`src/rtl/fb_pkg.sv`:
```
// Shared definitions for the frame-buffer scanout path: default VGA 640x480
// raster timing, default sync polarity and the scanout FSM encoding.
package fb_pkg;

    localparam int   FB_DATA_WIDTH = 16;
    localparam int   FB_ADDR_WIDTH = 19;
    localparam int   FB_H_ACTIVE   = 640;
    localparam int   FB_H_FP       = 16;
    localparam int   FB_H_SYNC     = 96;
    localparam int   FB_H_BP       = 48;
    localparam int   FB_V_ACTIVE   = 480;
    localparam int   FB_V_FP       = 10;
    localparam int   FB_V_SYNC     = 2;
    localparam int   FB_V_BP       = 33;
    localparam logic FB_SYNC_POL   = 1'b0;

    typedef enum logic {
        ST_IDLE = 1'b0,
        ST_RUN  = 1'b1
    } fb_state_t;

endpackage

```
`src/rtl/fb_timing_gen.sv`:
```
// Raster timing generator: free-running h/v counters while run is high,
// cleared to the frame origin otherwise; decodes active, sync and boundary flags.
module fb_timing_gen
    import fb_pkg::*;
#(
    parameter int H_ACTIVE = FB_H_ACTIVE,
    parameter int H_FP     = FB_H_FP,
    parameter int H_SYNC   = FB_H_SYNC,
    parameter int H_BP     = FB_H_BP,
    parameter int V_ACTIVE = FB_V_ACTIVE,
    parameter int V_FP     = FB_V_FP,
    parameter int V_SYNC   = FB_V_SYNC,
    parameter int V_BP     = FB_V_BP
) (
    input  logic clk,
    input  logic reset,
    input  logic run,
    output logic active,
    output logic hsync_act,
    output logic vsync_act,
    output logic frame_bound
);

    localparam int H_TOTAL = H_ACTIVE + H_FP + H_SYNC + H_BP;
    localparam int V_TOTAL = V_ACTIVE + V_FP + V_SYNC + V_BP;
    localparam int HCW     = (H_TOTAL > 1) ? $clog2(H_TOTAL) : 1;
    localparam int VCW     = (V_TOTAL > 1) ? $clog2(V_TOTAL) : 1;

    localparam logic [HCW-1:0] H_LAST = HCW'(H_TOTAL - 1);
    localparam logic [VCW-1:0] V_LAST = VCW'(V_TOTAL - 1);

    // Window bounds kept at 32 bits so an end equal to the total cannot wrap.
    localparam logic [31:0] H_ACT_END  = 32'(H_ACTIVE);
    localparam logic [31:0] H_SYNC_BEG = 32'(H_ACTIVE + H_FP);
    localparam logic [31:0] H_SYNC_END = 32'(H_ACTIVE + H_FP + H_SYNC);
    localparam logic [31:0] V_ACT_END  = 32'(V_ACTIVE);
    localparam logic [31:0] V_SYNC_BEG = 32'(V_ACTIVE + V_FP);
    localparam logic [31:0] V_SYNC_END = 32'(V_ACTIVE + V_FP + V_SYNC);

    logic [HCW-1:0] h_cnt_r;
    logic [VCW-1:0] v_cnt_r;
    logic [31:0]    h_ext_s;
    logic [31:0]    v_ext_s;

    // Horizontal and vertical position counters; v advances on h wrap.
    always_ff @(posedge clk or posedge reset) begin
        if (reset) begin
            h_cnt_r <= {HCW{1'b0}};
            v_cnt_r <= {VCW{1'b0}};
        end else if (!run) begin
            h_cnt_r <= {HCW{1'b0}};
            v_cnt_r <= {VCW{1'b0}};
        end else if (h_cnt_r == H_LAST) begin
            h_cnt_r <= {HCW{1'b0}};
            if (v_cnt_r == V_LAST) begin
                v_cnt_r <= {VCW{1'b0}};
            end else begin
                v_cnt_r <= v_cnt_r + VCW'(1);
            end
        end else begin
            h_cnt_r <= h_cnt_r + HCW'(1);
        end
    end

    // Region decode from the current counter state.
    always_comb begin
        h_ext_s     = 32'(h_cnt_r);
        v_ext_s     = 32'(v_cnt_r);
        active      = (h_ext_s < H_ACT_END) && (v_ext_s < V_ACT_END);
        hsync_act   = (h_ext_s >= H_SYNC_BEG) && (h_ext_s < H_SYNC_END);
        vsync_act   = (v_ext_s >= V_SYNC_BEG) && (v_ext_s < V_SYNC_END);
        frame_bound = (h_cnt_r == {HCW{1'b0}}) && (v_cnt_r == {VCW{1'b0}});
    end

endmodule

```
`src/rtl/fb_scanout.sv`:
```
// Frame-buffer scanout: raster FSM, linear read pointer and a pipeline that
// realigns memory read data with delayed sync/DE/frame-start flags.
module fb_scanout
    import fb_pkg::*;
#(
    parameter int   DATA_WIDTH = FB_DATA_WIDTH,
    parameter int   ADDR_WIDTH = FB_ADDR_WIDTH,
    parameter int   H_ACTIVE   = FB_H_ACTIVE,
    parameter int   H_FP       = FB_H_FP,
    parameter int   H_SYNC     = FB_H_SYNC,
    parameter int   H_BP       = FB_H_BP,
    parameter int   V_ACTIVE   = FB_V_ACTIVE,
    parameter int   V_FP       = FB_V_FP,
    parameter int   V_SYNC     = FB_V_SYNC,
    parameter int   V_BP       = FB_V_BP,
    parameter logic SYNC_POL   = FB_SYNC_POL
) (
    input  logic                  clk,
    input  logic                  reset,
    input  logic                  en,
    input  logic [ADDR_WIDTH-1:0] frame_base,
    output logic                  rd_en,
    output logic [ADDR_WIDTH-1:0] rd_addr,
    input  logic [DATA_WIDTH-1:0] rd_data,
    output logic [DATA_WIDTH-1:0] pix_data,
    output logic                  pix_de,
    output logic                  hsync,
    output logic                  vsync,
    output logic                  frame_start
);

    fb_state_t             state_r;
    logic                  run_s;
    logic                  active_s;
    logic                  hsync_act_s;
    logic                  vsync_act_s;
    logic                  frame_bound_s;
    logic [ADDR_WIDTH-1:0] ptr_r;
    logic [ADDR_WIDTH-1:0] ptr_s;
    logic                  hs_a_r;
    logic                  vs_a_r;
    logic                  fs_a_r;
    logic                  de_b_r;
    logic                  hs_b_r;
    logic                  vs_b_r;
    logic                  fs_b_r;

    fb_timing_gen #(
        .H_ACTIVE (H_ACTIVE),
        .H_FP     (H_FP),
        .H_SYNC   (H_SYNC),
        .H_BP     (H_BP),
        .V_ACTIVE (V_ACTIVE),
        .V_FP     (V_FP),
        .V_SYNC   (V_SYNC),
        .V_BP     (V_BP)
    ) u_timing (
        .clk         (clk),
        .reset       (reset),
        .run         (run_s),
        .active      (active_s),
        .hsync_act   (hsync_act_s),
        .vsync_act   (vsync_act_s),
        .frame_bound (frame_bound_s)
    );

    // Counters advance in RUN unless en is found low at a frame boundary.
    // At the boundary the new base is used directly as the first address.
    always_comb begin
        if (state_r == ST_RUN) begin
            run_s = en || !frame_bound_s;
        end else begin
            run_s = 1'b0;
        end
        if (frame_bound_s) begin
            ptr_s = frame_base;
        end else begin
            ptr_s = ptr_r;
        end
    end

    // Scanout FSM.
    always_ff @(posedge clk or posedge reset) begin
        if (reset) begin
            state_r <= ST_IDLE;
        end else begin
            case (state_r)
                ST_IDLE: begin
                    if (en) begin
                        state_r <= ST_RUN;
                    end else begin
                        state_r <= ST_IDLE;
                    end
                end
                ST_RUN: begin
                    if (run_s) begin
                        state_r <= ST_RUN;
                    end else begin
                        state_r <= ST_IDLE;
                    end
                end
                default: state_r <= ST_IDLE;
            endcase
        end
    end

    // Read request stage: one address per active pixel, flags captured alongside.
    always_ff @(posedge clk or posedge reset) begin
        if (reset) begin
            rd_en   <= 1'b0;
            rd_addr <= {ADDR_WIDTH{1'b0}};
            ptr_r   <= {ADDR_WIDTH{1'b0}};
            hs_a_r  <= 1'b0;
            vs_a_r  <= 1'b0;
            fs_a_r  <= 1'b0;
        end else begin
            if (run_s && active_s) begin
                rd_en   <= 1'b1;
                rd_addr <= ptr_s;
                ptr_r   <= ptr_s + ADDR_WIDTH'(1);
            end else begin
                rd_en   <= 1'b0;
            end
            hs_a_r <= run_s && hsync_act_s;
            vs_a_r <= run_s && vsync_act_s;
            fs_a_r <= run_s && frame_bound_s;
        end
    end

    // Delay stage covering the memory's one-cycle read latency.
    always_ff @(posedge clk or posedge reset) begin
        if (reset) begin
            de_b_r <= 1'b0;
            hs_b_r <= 1'b0;
            vs_b_r <= 1'b0;
            fs_b_r <= 1'b0;
        end else begin
            de_b_r <= rd_en;
            hs_b_r <= hs_a_r;
            vs_b_r <= vs_a_r;
            fs_b_r <= fs_a_r;
        end
    end

    // Output stage: data blanked outside DE, sync flags mapped to polarity.
    always_ff @(posedge clk or posedge reset) begin
        if (reset) begin
            pix_data    <= {DATA_WIDTH{1'b0}};
            pix_de      <= 1'b0;
            hsync       <= ~SYNC_POL;
            vsync       <= ~SYNC_POL;
            frame_start <= 1'b0;
        end else begin
            if (de_b_r) begin
                pix_data <= rd_data;
            end else begin
                pix_data <= {DATA_WIDTH{1'b0}};
            end
            pix_de      <= de_b_r;
            hsync       <= hs_b_r ? SYNC_POL : ~SYNC_POL;
            vsync       <= vs_b_r ? SYNC_POL : ~SYNC_POL;
            frame_start <= fs_b_r;
        end
    end

endmodule

```
`config.mk`:
```
export PLATFORM = sky130hd
export DESIGN_NAME = fb_scanout
export DESIGN_NICKNAME = d
export VERILOG_FILES = /design/src/rtl/fb_pkg.sv /design/src/rtl/fb_timing_gen.sv /design/src/rtl/fb_scanout.sv
export SDC_FILE = /design/constraint.sdc
export NUM_CORES = 1
export LEC_CHECK = 0
export CORE_UTILIZATION = 45
export CTS_CLUSTER_DIAMETER = 200
export CTS_CLUSTER_SIZE = 30
export DETAILED_ROUTE_END_ITERATION = 8
export GPL_TIMING_DRIVEN = 0
export PLACE_DENSITY = 0.73
export SETUP_SLACK_MARGIN = 0.05
export SLEW_MARGIN = 20
export SYNTH_ARGS = -nofsm -noshare
export SYNTH_HDL_FRONTEND = slang
export SYNTH_SLANG_ARGS = --single-unit
```
`constraint.sdc`:
```
create_clock -name clk -period 3.3 [get_ports clk]
set_input_delay 0.66 -clock clk [delete_from_list [all_inputs] [get_ports clk]]
set_output_delay 0.66 -clock clk [all_outputs]
set_load 0.005 [all_outputs]
```
# Yosys cells after proc, flatten, opt, wreduce, memory -nomap -nowiden
# Index checks and enable logic that the tools add are counted.
[word_totals] inputBits=38 mem_bits_rw=0 mem_bits_ro=0 reg_bits=87 latch_bits=0 wordCells=57 mem_count=0
[classes] order_cmp=6 n_reduce_logical=12 div=0 addsub=3 n_eq_ne=3 shift=0 n_mul=0 muxes=14 n_bitwise=1
[op_table] operator="10-bit 2-to-1 mux" count=5
[op_table] operator="10-bit by 1-bit adder with 10-bit output, second input constant" count=2
[op_table] operator="10-bit == test, second input constant" count=2
[op_table] operator="10-bit logical NOT" count=2
[op_table] operator="10-bit < comparator, second input constant" count=2
[op_table] operator="10-bit by 9-bit < comparator with 1-bit output, second input constant" count=2
[op_table] operator="19-bit by 1-bit adder with 19-bit output, second input constant" count=1
[op_table] operator="19-bit 2-to-1 mux" count=1
[op_table] operator="16-bit 2-to-1 mux" count=1
[op_table] operator="10-bit >= comparator, second input constant" count=1
[op_table] operator="10-bit by 9-bit >= comparator with 1-bit output, second input constant" count=1
[op_table] operator="1-bit logical AND" count=8
[op_table] operator="1-bit 2-to-1 mux" count=6
[op_table] operator="2-bit by 1-bit inequality test with 1-bit output, second input constant" count=1
[op_table] operator="1-bit one-hot mux with 2 select lines" count=1
[op_table] operator="1-bit logical NOT" count=1
[op_table] operator="1-bit logical OR" count=1
[op_table] operator="1-bit inverter" count=1

# Depth between registers and ports, before layout
[depth] word_depth=7 depth_mapped=16

# Cells and area by module
# A second synthesis with hierarchy kept.
[hier_totals] cells_unflattened=460 hier_area_um2=4590.7
[modules_own_cells] mod="fb_scanout" area_each_um2=3378.2 instances=1 cells_per_inst=334
[modules_own_cells] mod="fb_timing_gen" area_each_um2=1212.4 instances=1 cells_per_inst=126

# Worst setup path after synthesis
# No wires, ideal clock.
[synth_timing] path_kind="register to register" from="register u_timing.h_cnt_r[5]" to="register ptr_r[12]" path_buffers=3 slack_ns=0.112 t_required_ns=3.163 synth_period_minus_slack_ns=3.188 path_stages_with_launch=14 arrival_time_ns=3.051 setup_time_ns=0.137 path_cell_list="dfrtp_1 clkbuf_1 nor3_1 nand4_1 nor2_1 clkbuf_1 nand2_1 nand2_1 ha_1 clkbuf_1 nand4_1 or4_1 a31oi_1 nor3_1"
[synth_between] word_cells_on_any_way=10 cone_classes="add/sub: 1; order compare: 1; mux: 2; reduce/logical: 6"
[synth_rtl] element="start, declared" line_no="fb_timing_gen.sv:40" source="logic [HCW-1:0] h_cnt_r;"
[synth_rtl] element="start signal, assigned" line_no="fb_timing_gen.sv:48" source="h_cnt_r <= {HCW{1'b0}};"
[synth_rtl] element="start signal, assigned" line_no="fb_timing_gen.sv:51" source="h_cnt_r <= {HCW{1'b0}};"
[synth_rtl] element="start signal, assigned" line_no="fb_timing_gen.sv:54" source="h_cnt_r <= {HCW{1'b0}};"
[synth_rtl] element="10-bit logical NOT" line_no="fb_timing_gen.sv:72" source="frame_bound = (h_cnt_r == {HCW{1'b0}}) && (v_cnt_r == {VCW{1'b0}});"
[synth_rtl] element="1-bit logical AND" line_no="fb_timing_gen.sv:72"
[synth_rtl] element="19-bit 2-to-1 mux" line_no="fb_scanout.sv:75" source="if (frame_bound_s) begin"
[synth_rtl] element="net ptr_s[0]" line_no="fb_scanout.sv:39" source="logic [ADDR_WIDTH-1:0] ptr_s;"
[synth_rtl] element="19-bit by 1-bit adder with 19-bit output" line_no="fb_scanout.sv:120" source="ptr_r <= ptr_s + ADDR_WIDTH'(1);"
[synth_rtl] element="end signal, assigned" line_no="fb_scanout.sv:112" source="ptr_r <= {ADDR_WIDTH{1'b0}};"
[synth_rtl] element="end signal, assigned" line_no="fb_scanout.sv:120"
[synth_rtl] element="end, declared" line_no="fb_scanout.sv:38" source="logic [ADDR_WIDTH-1:0] ptr_r;"
# The timed path passes the listed nets, and every way through them passes these cells.
# A chain may end at the register's enable or synchronous reset.

# Worst setup path after layout
[layout_timing] from="register u_timing.h_cnt_r[0]" to="register ptr_r[12]"
# Same word-level chain as after synthesis.

==> summary.txt <==
Yosys
  • Simple-Gate Fraction of Synth Area: 26.28%
  • Seq/Total Area, Yosys: 49.64%
  • Post-synthesis adder-cell area fraction: 1.425%
  • Fraction of registers with async set/reset: 100.0%
  • Yosys cell types: 51
  • Syn avg cell area: 9.034 sq um
  • Synthesized Nets: 529
  • Synth Area in XOR/XNOR: 4.189%
  • Mux cell area share after synthesis: 1.624%
  • Ys flop type: dfrtp_1
  • Synth Register Bits: 87
  • Synth Instances: 486
  • Yosys warning count: 0
  • Synth Area in Compound Gates: 13.11%
  • Synthesized cell area: 4390 sq um
  • Largest family of logic cells by synthesized area: simple AND/OR/NAND/NOR gates
  • EDFF count, synth: 0

Floorplanning
  • Die Y-Extent: 100.8 um
  • Die Area: 10160 sq um
  • Core ar.: 9328 sq um
  • Initial Utilization: 47.07%
  • # IOs: 78
  • Row count: 35
  • Die X: 100.8 um

Setup path
  • Worst path most repeated cell: nand4_1
  • Length in cells of the worst reg-to-reg path: 14
  • Cell Chain, Critical Path: inv_1 -> ha_1 -> nor4b_4 -> nand4_1 -> buf_4 -> nor2_4 -> buf_6 -> mux2_2 -> ha_4 -> clkbuf_8 -> nand4_1 -> or4_1 -> a31oi_1 -> nor3_1
  • FF-to-FF End: ptr_r[12]
  • CP Data Required Time: 3.53 ns
  • Critical-path top delay cell: or4_1
  • Critical path arrival: 3.38 ns
  • CP endpoint kind: flip-flop
  • Kind of critical path: reg2reg
  • Crit start category: flip-flop
  • CP Max Fanout: 10
  • Slowest Stage Delay on Critical Path: 0.53 ns
  • RR Startpoint: u_timing.h_cnt_r[0]
  • R2r setup slk: 0.15 ns

Finish
  • Area Growth Syn to Fin: 30.38%
  • FF+latch area: 2180 sq um
  • Design Area, Final: 5724 sq um
  • Non-Filler Instances: 723
  • Antenna cell count: 0
  • Fillers: 804
  • Multi-input combinational cell area: 2090 sq um
  • Nets@finish: 632
  • Commonest non-fill, non-tap cell in the layout: dfrtp_1
  • Most frequent cells in the layout: dfrtp_1, nand2_1, clkdlybuf4s50_1
  • Layout cell share with drive strength beyond 1: 9.596%

Power and ir drop
  • Clk pwr share: 14.7%
  • Total power: 4776 uW
  • Switch share: 41.07%
  • Psw: 1961 uW
  • Pwr dens: 834.4 nW/um^2
  • Lkg Pwr: 0.002419 uW
  • Pint: 2815 uW
  • Reg power frac: 35.0%
  • Logic pwr share: 50.3%
  • Peak supply drop: 0.3375 mV

STA
  • Clk_skew: 0.01149 ns
  • Worst slew pin tran: 0.7039 ns
  • Period utilization: 95.42%
  • RSZ-0062 raised after global routing: true
  • F_max: 317.6 MHz
  • Final setup vio count: 0
  • Slew Limit Fails: 0
  • Tmin final: 3.149 ns
  • Final hold violations: 0
  • Slew HR: 53.08%

GRT
  • GRT Max-Usage Layer: met2
  • Met1 Use GR: 34.47%
  • First-pass GRT wire length: 19460 um
  • GRT Total Usage: 24.64%
  • Met3 usage: 3.329%
  • Initial antenna violation count: 0
  • Vias in the first global route: 3883
  • Largest net degree at the start of global routing: 53
  • GR Util met2: 39.57%
  • Grt ovf: 0

Clocking
  • Clock transition at path regs: 0.10 ns
  • CTS Buffer Depth: 2
  • Hold buffer count at cts: 0
  • CTS Sinks: 87
  • Root buf cell: clkbuf_8
  • Skew-Pair Late Insertion Delay: 0.35 ns
  • TritonCTS Buffers: 9
  • H-tree depth: 3
  • CTS tree: yes

Worst hold path
  • WHS Endpoint: vsync
  • Worst hold path type: reg2reg
  • Worst hold path stage count: 1
  • HP Start: vs_b_r

Job
  • Max-capacitance violation count: 0

Place
  • Final Wtd Congestion: 0.9356
  • Port bufs: 77
  • DP HPWL: 8220 um
  • Dpl cells: 693
  • DP Area: 5353 sq um

Routing
  • Drt via density: 5.671
  • Drc violations: 0
  • Iter 0 DRT Violations: 331
  • DRT Wirelength: 11980 um
  • Routed length per instance: 16.57 um
  • Drt pass-1 iters: 5
  • DR vias: 4100
  • Routed Antenna Nets: 0

Run status
  • Status: finished clean
-- registers in the layout, summed over array words and instances (netlist names) --
name              count
ptr_r                19
rd_addr              19
pix_data             16
u_timing.h_cnt_r     10
u_timing.v_cnt_r     10
de_b_r                1
frame_start           1
fs_a_r                1
fs_b_r                1
hs_a_r                1
hs_b_r                1
hsync                 1
pix_de                1
rd_en                 1
state_r               1
vs_a_r                1
vs_b_r                1
vsync                 1
-- worst max-delay path, delay by kind of cell (launching register included) --
kind,cells,cell delay [ns]
multiplexers,1,0.19
AO/OA/AOI/OAI,1,0.19
adder cells (fa/ha/maj),2,0.32
buffers and inverters,4,0.55
AND/OR/NAND/NOR,6,1.33
flip-flops,1,0.42
-- layout make-up --
type / instances / share of cell area (%)
flip-flops and latches: 87 / 38.08
multi-input cells: 358 / 36.50
repair buffers: 93 / 15.91
well taps: 129 / 2.820
plain buffers: 26 / 2.601
clock buffers: 10 / 2.230
inverters: 14 / 0.9617
clock inverters: 6 / 0.8962
-- power by group through the flow --
stage / combinational (uW) / clock [uW] / sequential [uW]
final: 2400 / 701 / 1670
after global routing: 2630 / 752 / 1710
after CTS: 2210 / 717 / 1670
after detailed placement: 2080 / 0 / 1690
after global placement: 2020 / 0 / 1670
after floorplan: 1180 / 0 / 1650
-- logic make-up after synthesis --
kind of cell             count (synthesis)
AND/OR/NAND/NOR                        228
AO/OA/AOI/OAI                           97
flip-flops                              87
buffers and inverters                   41
XOR/XNOR                                21
multiplexers                             7
adder cells (fa/ha/maj)                  5
-- stage by stage --
stage	setup WS [ns]	utilization, %	hold slack [ns]	TNS (ns)
after floorplan	0.1121	-	0.3312	0
after detailed placement	-0.7699	57.38	0.3364	-3.856
after global placement	-0.9186	57.06	0.3332	-81.20
after global routing	-0.01156	61.37	0.3693	-0.01156
after CTS	0.03553	60.11	0.3565	0
final	0.1510	61.37	0.3545	0
-- how the worst max path moves through the flow --
stage | start | endpoint | slack [ns] | cells past startpoint
2_1_floorplan | u_timing.h_cnt_r[5] | ptr_r[12] | 0.11 | 13
5_1_grt | u_timing.h_cnt_r[0] | ptr_r[12] | -0.01 | 14
3_5_place_dp | u_timing.h_cnt_r[5] | ptr_r[12] | -0.77 | 13
6_report | u_timing.h_cnt_r[0] | ptr_r[12] | 0.15 | 14
4_1_cts | u_timing.h_cnt_r[0] | ptr_r[12] | 0.04 | 14
3_3_place_gp | reset | rd_addr[1] | -0.92 | 2
-- synth_stat cells (3+ instances only) --
master	n	area, sq um
dfrtp_1	85	2127
nand2_1	82	307.8
nor2_1	37	138.9
a21oi_1	28	140.1
o21ai_0	25	125.1
nand3_1	23	115.1
clkbuf_1	21	78.83
a31oi_1	19	118.9
and2_1	19	118.9
nand4_1	18	112.6
inv_1	13	48.80
xnor2_1	13	113.9
nor3_1	11	55.05
xor2_1	8	70.07
and4_1	7	61.31
o22ai_1	7	43.79
mux2i_1	6	60.06
buf_2	5	25.02
ha_1	5	62.56
nand2b_1	5	31.28
and3_1	4	25.02
nor4_1	4	25.02
or3_1	4	25.02
a2111oi_0	3	26.28
o31ai_1	3	22.52
-- repair_timing --
| item | 4_1_cts | 5_1_grt |
|---|---|---|
| endpoints found under the setup margin | 9 | 7 |
| setup buffers | 3 | 12 |
| resized for setup | 16 | 10 |
| pin swaps | 2 | 4 |
-- routing by layer --
layer | up-vias | part of all wire [%]
li1 | 1913 | -
met1 | 1969 | 45
met5 | - | 0
met2 | 188 | 46
met3 | 30 | 6.9
met4 | 0 | 1.7
No activity file was read; power rests on OpenSTA's default activity.
